===== src/rtl/wingen_pkg.sv =====
// -----------------------------------------------------------------------------
// wingen_pkg
// Shared definitions for the 3x3 window generator:
//   state_t     : FSM states of the window generator
//   taps_f      : raster shift register depth for frame side W (2W+3)
//   cnt_w_f     : pixel index counter width for frame side W
//   tap_idx_f   : shift register position feeding window tap (i,j)
//   WIN_*       : slot numbers of the 9 window positions inside o_window
// -----------------------------------------------------------------------------
package wingen_pkg;

   typedef enum logic [1:0] {
      IDLE   = 2'd0,
      FILL   = 2'd1,
      STREAM = 2'd2,
      FLUSH  = 2'd3
   } state_t;

   // Window slot numbers: slot s lives at o_window[DATA_WIDTH*s +: DATA_WIDTH].
   localparam int WIN_TL = 0;
   localparam int WIN_TC = 1;
   localparam int WIN_TR = 2;
   localparam int WIN_ML = 3;
   localparam int WIN_MC = 4;
   localparam int WIN_MR = 5;
   localparam int WIN_BL = 6;
   localparam int WIN_BC = 7;
   localparam int WIN_BR = 8;

   function automatic int taps_f(input int w);
      return 2 * w + 3;
   endfunction

   function automatic int cnt_w_f(input int w);
      return $clog2(w * w);
   endfunction

   // Position 0 holds the newest pixel p; the window centre p-W-1 sits at
   // position W+1, so tap (i,j) = pixel p-W-1+(i-1)*W+(j-1) sits at
   // position (2-i)*W + (2-j).
   function automatic int tap_idx_f(input int w, input int i, input int j);
      return (2 - i) * w + (2 - j);
   endfunction

endpackage


===== src/rtl/raster_shift_reg.sv =====
// -----------------------------------------------------------------------------
// raster_shift_reg
// Enable-gated raster shift register of DEPTH = 2W+3 pixels with synchronous
// clear. Exposes the 9 positions that form a 3x3 window around the pixel
// that entered W+1 shifts ago.
// Ports:
//   clk     in   clock, rising edge
//   rst     in   synchronous active-high clear of all positions
//   i_en    in   shift one position this cycle
//   i_data  in   DATA_WIDTH pixel shifted into position 0
//   o_taps  out  9*DATA_WIDTH window taps, slot 3*i+j = tap (i,j), unmasked
// -----------------------------------------------------------------------------
module raster_shift_reg
   import wingen_pkg::*;
#(
   parameter int DATA_WIDTH = 32,
   parameter int DEPTH      = 13
) (
   input  logic                    clk,
   input  logic                    rst,
   input  logic                    i_en,
   input  logic [DATA_WIDTH-1:0]   i_data,
   output logic [9*DATA_WIDTH-1:0] o_taps
);

   localparam int W = (DEPTH - 3) / 2;

   logic [DATA_WIDTH-1:0] r_sr [DEPTH];

   always_ff @(posedge clk) begin
      if (rst) begin
         for (int k = 0; k < DEPTH; k++) begin
            r_sr[k] <= '0;
         end
      end else if (i_en) begin
         r_sr[0] <= i_data;
         for (int k = 1; k < DEPTH; k++) begin
            r_sr[k] <= r_sr[k-1];
         end
      end
   end

   for (genvar gi = 0; gi < 3; gi++) begin : g_row
      for (genvar gj = 0; gj < 3; gj++) begin : g_col
         assign o_taps[DATA_WIDTH*(3*gi+gj) +: DATA_WIDTH] = r_sr[tap_idx_f(W, gi, gj)];
      end
   end

endmodule


===== src/rtl/conv3x3_window_gen.sv =====
// -----------------------------------------------------------------------------
// conv3x3_window_gen
// Turns a raster-order, valid-qualified single-channel pixel stream of a
// W x W frame into one zero-padded 3x3 window per pixel.
// Ports:
//   clk        in   clock, rising edge
//   rst        in   synchronous active-high reset
//   i_valid    in   i_data carries a pixel (no backpressure)
//   i_data     in   DATA_WIDTH pixel, raster order
//   o_valid    out  o_window valid this cycle
//   o_window   out  9*DATA_WIDTH window, tap (i,j) at [DW*(3i+j) +: DW]
//   o_row      out  centre row of the current window
//   o_col      out  centre col of the current window
//   o_done     out  pulse with the last window of a frame
//   o_busy     out  high while flushing; input is ignored then
//   o_overrun  out  sticky: i_valid seen while flushing
// Configuration:
//   WINGEN_OVERRUN_CHECK_EN  defined   -> o_overrun detection enabled
//                            undefined -> o_overrun tied 0
// Handshake: i_valid has no ready; a pixel is taken on every cycle i_valid=1
// outside FLUSH. o_valid has no ready; a window is presented for exactly one
// cycle and must be consumed then.
// -----------------------------------------------------------------------------
module conv3x3_window_gen
   import wingen_pkg::*;
#(
   parameter int DATA_WIDTH  = 32,
   parameter int IMAGE_WIDTH = 5
) (
   input  logic                           clk,
   input  logic                           rst,
   input  logic                           i_valid,
   input  logic [DATA_WIDTH-1:0]          i_data,
   output logic                           o_valid,
   output logic [9*DATA_WIDTH-1:0]        o_window,
   output logic [$clog2(IMAGE_WIDTH)-1:0] o_row,
   output logic [$clog2(IMAGE_WIDTH)-1:0] o_col,
   output logic                           o_done,
   output logic                           o_busy,
   output logic                           o_overrun
);

   localparam int W     = IMAGE_WIDTH;
   localparam int RW    = $clog2(W);
   localparam int CW    = cnt_w_f(W);
   localparam int DEPTH = taps_f(W);

   localparam logic [CW-1:0] C_ONE     = CW'(1);
   localparam logic [CW-1:0] P_FIRST   = CW'(W + 1);   // pixel that enables window (0,0)
   localparam logic [CW-1:0] P_LAST    = CW'(W * W - 1);
   localparam logic [CW-1:0] FL_LAST   = CW'(W);       // W+1 flush cycles: 0..W
   localparam logic [RW-1:0] RC_ONE    = RW'(1);
   localparam logic [RW-1:0] RC_EDGE   = RW'(W - 1);

   state_t            r_state;
   logic [CW-1:0]     r_cnt;
   logic [CW-1:0]     r_fcnt;
   logic [RW-1:0]     r_row;
   logic [RW-1:0]     r_col;
   logic              r_valid;
   logic              r_done;

   logic              w_accept;
   logic              w_flush;
   logic              w_shift_en;
   logic [DATA_WIDTH-1:0] w_shift_data;
   logic [9*DATA_WIDTH-1:0] w_taps;
   logic [9*DATA_WIDTH-1:0] w_masked;
   logic [RW-1:0]     w_next_row;
   logic [RW-1:0]     w_next_col;
   logic              w_row_lo;
   logic              w_row_hi;
   logic              w_col_lo;
   logic              w_col_hi;

   assign w_flush      = (r_state == FLUSH);
   assign w_accept     = i_valid && !w_flush;
   assign w_shift_en   = w_accept || w_flush;
   // Flush cycles push virtual zeros so the bottom rows drain out.
   assign w_shift_data = w_flush ? '0 : i_data;

   raster_shift_reg #(
      .DATA_WIDTH (DATA_WIDTH),
      .DEPTH      (DEPTH)
   ) u_sr (
      .clk    (clk),
      .rst    (rst),
      .i_en   (w_shift_en),
      .i_data (w_shift_data),
      .o_taps (w_taps)
   );

   // Col-first advance of the centre coordinate of the next window.
   always_comb begin
      w_next_row = r_row;
      w_next_col = r_col + RC_ONE;
      if (r_col == RC_EDGE) begin
         w_next_col = '0;
         w_next_row = r_row + RC_ONE;
      end
   end

   always_ff @(posedge clk) begin
      if (rst) begin
         r_state <= IDLE;
         r_cnt   <= '0;
         r_fcnt  <= '0;
         r_row   <= '0;
         r_col   <= '0;
         r_valid <= 1'b0;
         r_done  <= 1'b0;
      end else begin
         r_valid <= 1'b0;
         r_done  <= 1'b0;
         // Coordinates return to 0 once the last window has been shown.
         if (r_done) begin
            r_row <= '0;
            r_col <= '0;
         end
         case (r_state)
            IDLE: begin
               if (i_valid) begin
                  r_cnt   <= C_ONE;
                  r_state <= FILL;
               end
            end
            FILL: begin
               if (i_valid) begin
                  r_cnt <= r_cnt + C_ONE;
                  // First window keeps centre (0,0), so no coordinate advance here.
                  if (r_cnt == P_FIRST) begin
                     r_valid <= 1'b1;
                     r_state <= STREAM;
                  end
               end
            end
            STREAM: begin
               if (i_valid) begin
                  r_valid <= 1'b1;
                  r_row   <= w_next_row;
                  r_col   <= w_next_col;
                  if (r_cnt == P_LAST) begin
                     r_cnt   <= '0;
                     r_fcnt  <= '0;
                     r_state <= FLUSH;
                  end else begin
                     r_cnt <= r_cnt + C_ONE;
                  end
               end
            end
            FLUSH: begin
               r_valid <= 1'b1;
               r_row   <= w_next_row;
               r_col   <= w_next_col;
               r_fcnt  <= r_fcnt + C_ONE;
               if (r_fcnt == FL_LAST) begin
                  r_done  <= 1'b1;
                  r_fcnt  <= '0;
                  r_state <= IDLE;
               end
            end
            default: r_state <= IDLE;
         endcase
      end
   end

   // Border mask from the centre coordinate; this also hides pixels that the
   // raster order wraps in from the neighbouring row or the previous frame.
   assign w_row_lo = (r_row == '0);
   assign w_row_hi = (r_row == RC_EDGE);
   assign w_col_lo = (r_col == '0);
   assign w_col_hi = (r_col == RC_EDGE);

   for (genvar gi = 0; gi < 3; gi++) begin : g_mrow
      for (genvar gj = 0; gj < 3; gj++) begin : g_mcol
         logic w_kill;
         assign w_kill = ((gi == 0) && w_row_lo) || ((gi == 2) && w_row_hi) ||
                         ((gj == 0) && w_col_lo) || ((gj == 2) && w_col_hi);
         assign w_masked[DATA_WIDTH*(3*gi+gj) +: DATA_WIDTH] =
            w_kill ? '0 : w_taps[DATA_WIDTH*(3*gi+gj) +: DATA_WIDTH];
      end
   end

   assign o_valid  = r_valid;
   assign o_window = r_valid ? w_masked : '0;
   assign o_row    = r_row;
   assign o_col    = r_col;
   assign o_done   = r_done;
   assign o_busy   = w_flush;

`ifdef WINGEN_OVERRUN_CHECK_EN
   logic r_overrun;

   always_ff @(posedge clk) begin
      if (rst) begin
         r_overrun <= 1'b0;
      end else if (w_flush && i_valid) begin
         r_overrun <= 1'b1;
      end
   end

   assign o_overrun = r_overrun;
`else
   assign o_overrun = 1'b0;
`endif

endmodule

===== config.mk =====
export PLATFORM = sky130hd
export DESIGN_NAME = conv3x3_window_gen
export DESIGN_NICKNAME = d
export VERILOG_FILES = /design/src/rtl/wingen_pkg.sv /design/src/rtl/raster_shift_reg.sv /design/src/rtl/conv3x3_window_gen.sv
export SDC_FILE = /design/constraint.sdc
export NUM_CORES = 1
export LEC_CHECK = 0
export CAP_MARGIN = 20
export CELL_PAD_IN_SITES_DETAIL_PLACEMENT = 2
export CELL_PAD_IN_SITES_GLOBAL_PLACEMENT = 2
export CORE_ASPECT_RATIO = 2
export CORE_MARGIN = 2
export CORE_UTILIZATION = 37
export DETAILED_ROUTE_END_ITERATION = 10
export GPL_TIMING_DRIVEN = 0
export PLACE_DENSITY = 0.82
export SLEW_MARGIN = 5
export SYNTH_ARGS = -nofsm -noshare
export SYNTH_HDL_FRONTEND = slang
export SYNTH_HIERARCHICAL = 1
export SYNTH_SLANG_ARGS = --single-unit

===== constraint.sdc =====
create_clock -name clk -period 11.2 [get_ports clk]
set_clock_uncertainty 0.1 [all_clocks]
set_input_delay 3.36 -clock clk [delete_from_list [all_inputs] [get_ports clk]]
set_output_delay 3.36 -clock clk [all_outputs]
set_load 0.1 [all_outputs]

==> results of run 1 <==
==> cells in the final DEF, fill, tap and decap left out, types with 2 or more instances in the layout <==
master and count:
nor2b_1 130, a31oi_1 2, nand2_1 4, ha_1 13
nand2b_1 3, nand4bb_1 2, or2_2 2, nand3_1 6
clkdlybuf4s50_1 331, and3b_1 321, clkbuf_16 43, buf_16 5
a21oi_1 8, buf_12 2, a211oi_2 3, edfxtp_1 416
a22o_1 3, xnor2_1 5, bufinv_16 6, and2_1 130
nor2_1 14, a21o_1 2, inv_1 13, clkinvlp_4 5
buf_4 290, nor3_1 5, o22ai_1 2, a21boi_2 2
dfxtp_1 20, o21ai_0 2, buf_6 13, a211oi_1 2
clkbuf_1 52, clkbuf_2 4, buf_2 67, clkinv_1 7
and3_1 161, clkinv_2 9
==> tightest hold or removal path, stage by stage, from the launching register on <==
cell and delay (ps):
dfxtp_1 340, nand2_1 70, a21oi_1 60
==> power by group through the flow <==
| stage | clock network (mW) | logic [mW] | registers, mW |
|---|---|---|---|
| 2_1_floorplan | 0 | 0.437 | 2.10 |
| 3_3_place_gp | 0 | 0.576 | 2.12 |
| 3_5_place_dp | 0 | 0.621 | 2.10 |
| 4_1_cts | 1.53 | 0.627 | 2.07 |
| 5_1_grt | 1.57 | 0.664 | 2.09 |
| 6_report | 1.48 | 0.615 | 2.07 |
==> sequential cells by signal (all words and copies together) (netlist names) <==
signal and cells:
u_sr/r_sr 416, o_col 3, r_fcnt 5, o_row 3
r_cnt 5, o_valid 1, r_state 2, o_done 1
==> cells by family after synthesis <==
logic type | count (synthesis) | synth area share (%)
buf+inv | 435 | 13.22
compound gates | 34 | 1.240
other cells | 1 | 0.01705
simple gates | 783 | 25.82
xor+xnor | 5 | 0.1991
mux | 3 | 0.1592
flops | 436 | 58.61
fa+ha+maj | 13 | 0.7394
==> final timing paths <==
check | slack (ps) | start | end | cells after the start
max | 3270 | o_col[0] | o_window[267] | 7
min | 420 | o_row[1] | o_row[1] | 2
max reg2reg | 6500 | r_state[0] | u_sr/r_sr[0][7] | 9
min reg2reg | 420 | o_row[1] | o_row[1] | 2
==> cell type report <==
| type | count | area, sq um |
|---|---|---|
| buffer | 422 | 2859 |
| clock buffer | 48 | 1105 |
| clock inverter | 28 | 297.8 |
| fill | 5771 | 31110 |
| inverter | 13 | 48.80 |
| multi-input combinational | 839 | 6201 |
| sequential | 436 | 12890 |
| tap | 768 | 960.9 |
| timing repair buffer | 338 | 3491 |
==> layer usage <==
layer,track usage (%),wire [microns],up-vias
li1,-,-,6505
met1,18.76,20310,7044
met2,45.71,39620,423
met3,6.430,4992,83
met4,5.954,1715,0
met5,0,0,-
==> reports/results.txt, run 1 <==
Final WL: 66.65 mm
Layout Area Growth over Synthesis: 26.62%
P_sw: 1.056 mW
Die Wd: 176.4 microns
Core area: 0.05896 sq mm
Initial antenna violation count: 4
Routed length per placed instance: 23.04 microns
Clock share of power: 35.6%
DP HPWL: 50.94 mm
Post-synth ARST share: 0%
DRC: 0
Total track usage: 21.65%
Worst slew margin: 23.59%
Post-route ant nets: 0
Mapped Area: 0.02200 sq mm
RSZ-0062 raised after global routing: no
Slowest CP cell: clkdlybuf4s50_1
CP Capture Type: primary output
Sw Share: 25.33%
Max Slew Vio Count: 0
Hold WS: 419.6 ps
Cells after DPL: 2816
Cts hold-fix bufs: 0
Clk root buf: clkbuf_16
Post-synthesis cell type count: 46
CTS buffer count: 41
Most common cell type on the critical path: clkbuf_1
Clock transition at path regs: 60 ps
Initial Utilization: 37.31%
Slowest stage delay, CP: 1140 ps
Largest cells by area after synthesis: edfxtp_1 (57%), and3b_1 (13%), buf_4 (9.9%)
Vias in the first global route: 16280
Post-synth EDFFs: 416
N_diodes: 0
Total negative slack: 0 ps
TritonCTS clock tree: built
# port buffers: 331
Layout cell share with drive strength beyond 1: 21.75%
Post-synth top area share: 56.79%
Pwr Total: 4.169 mW
Setup-failing EPs final: 0
DP Worst Slack: 3825 ps
Fin cells: 2892
Final #Nets: 2139
CTS sink count: 436
H-tree depth: 2
Worst Setup Start Kind: flop
Crit Path Category: reg -> out
Overflow after GRT: 0
Dominant synthesized flop cell: edfxtp_1
P_int: 3.113 mW
HP Class: reg -> reg
Final Hold Fails: 0
Yosys reg bits: 436
Syn Nets: 1758
Fmax: 126.2 MHz
Post-DP Area: 0.02645 sq mm
Largest net degree at the start of global routing: 65
Lkg Pwr: 12.89 nW
Synth top cells by count: edfxtp_1 (416), and3b_1 (321), buf_4 (290)
Vias per cell: 4.860
Post-cts resize count: 0
Mapped Cells: 1710
Seq/Total Area, Yosys: 58.61%
Worst path required time: 7740 ps
IO Pins: 333
Arrival @ worst endpoint: 4470 ps
Fin crit period: 7926 ps
Initial DRC Count: 607
Synth Area per Inst: 12.86 sq um
Share of total power in combinational logic: 14.7%
Post-CTS Setup Inserts: 0
Die ar.: 0.06154 sq mm
Max Cap Viol: 0
Via count: 14060
Final WS setup: 3274 ps
Status: complete, no violations
Most common cell in the netlist: edfxtp_1
DR pass1 iterations: 4
Die height: 348.8 microns
Crit path max-delay family: buffers and inverters
Fin crit share: 70.77%
Crit Path Max Fanout: 10
Dominant cell type by area after synthesis: edfxtp_1
Max IR drop VDD: 0.1019 mV
Reg power frac: 49.7%
Critical path cell sequence: inv_1 -> ha_1 -> nand2_1 -> clkbuf_1 -> clkbuf_1 -> and3_1 -> clkdlybuf4s50_1
# rows: 126
First-pass GRT wire length: 99.24 mm
Clock buffer depth: 3
Post-layout instance area: 0.02786 sq mm
Least-Margin Pin Slew: 1143 ps
Final Util: 47.24%
Routability cong.: 0.8426
Crit path buffers/inverters: 4
Yosys warns: 6
Clk Latency, worst-skew pair: 570 ps
Power Density: 149.7 mW/mm^2
(Power assumes the default switching activity.)
==> inputs of run 2 (changes only) <==
- clock period: 11.2 -> 7.66 ns (I/O delays scaled with it)
==> reports/results.txt, run 2 (synthesis gave the netlist of run 1 again) <==
Largest net degree at the start of global routing: 68
Commonest non-fill, non-tap cell in the layout: edfxtp_1
Least-Margin Pin Slew: 1166 ps
Routed length per placed instance: 22.85 microns
Layout Area Growth over Synthesis: 26.13%
Die ar.: 0.06154 sq mm
Fmax: 147.2 MHz
Max FFs per register: 416
Power Density: 214.3 mW/mm^2
TritonCTS clock tree: built
Filler Cell Count: 5831
Crit Path Category: reg -> out
Most frequent cells in the layout: edfxtp_1 (416), clkdlybuf4s50_1 (331), and3b_1 (321)
Pwr Total: 5.947 mW
CTS sink count: 436
Clk root buf: clkbuf_16
Layout cell share with drive strength beyond 1: 21.11%
Top reg by flops: u_sr/r_sr
Total track usage: 21.38%
CTS buffer count: 43
Setup-failing EPs final: 0
Top Registers: u_sr/r_sr: 416 flops, r_cnt: 5 flops, r_fcnt: 5 flops
Hold Path Depth: 2
Hold EP: o_row[1]
Slowest CP cell: clkdlybuf4s50_1
Worst Setup Start Kind: flop
Post-layout instance area: 0.02775 sq mm
Final WL: 66.15 mm
DR pass1 iterations: 4
Crit path buffers/inverters: 4
Status: complete, no violations
Clock transition at path regs: 60 ps
Final #Nets: 2141
Arrival @ worst endpoint: 4390 ps
Vias per cell: 4.830
Critical R2R Launch: r_state[1]
Via count: 13980
Initial Utilization: 37.31%
Fin crit period: 6792 ps
Hold WS: 409.0 ps
# port buffers: 331
Max Cap Viol: 0
RSZ-0062 raised after global routing: no
Overflow after GRT: 0
Total negative slack: 0 ps
Crit path max-delay family: buffers and inverters
DRC: 0
HP Start: o_row[1]
Post-cts resize count: 0
Clock buffer depth: 3
Worst path required time: 5260 ps
Lkg Pwr: 12.85 nW
# rows: 126
N_diodes: 0
DP HPWL: 50.85 mm
Final Hold Fails: 0
IO Pins: 333
Die Wd: 176.4 microns
H-tree depth: 2
Post-DP Area: 0.02646 sq mm
Cts hold-fix bufs: 0
Initial antenna violation count: 5
Worst slew margin: 22.05%
First-pass GRT wire length: 98.41 mm
Reg-to-Reg End: u_sr/r_sr[0][40]
Core area: 0.05896 sq mm
Max IR drop VDD: 0.1492 mV
Reg2Reg Depth: 10
R2R Setup Slk: 2770 ps
CP Capture Type: primary output
Slowest stage delay, CP: 1160 ps
Critical path cell sequence: inv_1 -> ha_1 -> nand2_1 -> clkbuf_1 -> clkbuf_1 -> and3_1 -> clkdlybuf4s50_1
HP Class: reg -> reg
Most common cell type on the critical path: clkbuf_1
Vias in the first global route: 16260
Post-route ant nets: 0
Max Slew Vio Count: 0
Clk Latency, worst-skew pair: 570 ps
Crit Path Max Fanout: 10
Post-CTS Setup Inserts: 0
Fin crit share: 88.67%
Routability cong.: 0.8351
Final Util: 47.06%
Initial DRC Count: 504
Die height: 348.8 microns
run 2: cell count changes in the layout (fill, tap and decap cells not counted), sizes merged:
cell,previous run,this run
clkinv,16,25
bufinv,6,1
clkbuf,100,105
inv,14,13
clkinvlp,5,0
run 2: final cells by class:
type	count	area, sq um	area share [%]
Multi-Input combinational cell	839	6201	22.35
Tap cell	768	960.9	3.463
Sequential cell	436	12890	46.46
Timing Repair Buffer	338	3498	12.61
Buffer	422	2859	10.30
Inverter	13	48.80	0.1759
Clock buffer	53	1156	4.166
Clock inverter	26	131.4	0.4735
run 2: per-stage QoR:
step / setup slack, ps / cells
after detailed placement: 1143 / 2816
after global placement: -1329 / 2809
after floorplan: 1315 / 1710
final: 867.7 / 2895
after CTS: 783.3 / 2895
after global routing: 720.3 / 2895
run 2: worst register-to-register path, stage by stage, from the launching register on:
cell and delay (ps):
dfxtp_1 400, ha_1 370, buf_2 360, clkbuf_1 690, or2_2 430, buf_2 330
or2_4 490, buf_16 350, buf_16 350, buf_12 320, buf_16 340
run 2: routing by layer:
layer  wire length, microns  track usage, %  share of wire (%)  vias to the layer above
li1                       -               -                  -                     6522
met1                  20120           18.42                 30                     6976
met2                  39270           45.12                 59                      407
met3                   5215           6.767                7.9                       78
met4                   1540           5.498                2.3                        0
met5                      0               0                  0                        -
run 2: how the worst max path moves through the flow:
stage | from | endpoint | slack [ps] | cells after the start
6_report | o_col[0] | o_window[267] | 870 | 7
5_1_grt | o_col[0] | o_window[267] | 720 | 7
4_1_cts | o_col[0] | o_window[268] | 780 | 7
3_5_place_dp | rst | u_sr/r_sr[0][8] | 1140 | 8
3_3_place_gp | rst | u_sr/r_sr[0][10] | -1330 | 4
2_1_floorplan | rst | u_sr/r_sr[0][0] | 1310 | 3
run 2: where the power goes:
part           leakage, nW  internal, mW  total [mW]  switching, mW
clock                0.631          1.10        2.02          0.918
sequential            4.77          2.90        3.03          0.124
combinational         7.44         0.410       0.901          0.491
total                 12.8          4.41        5.95           1.53
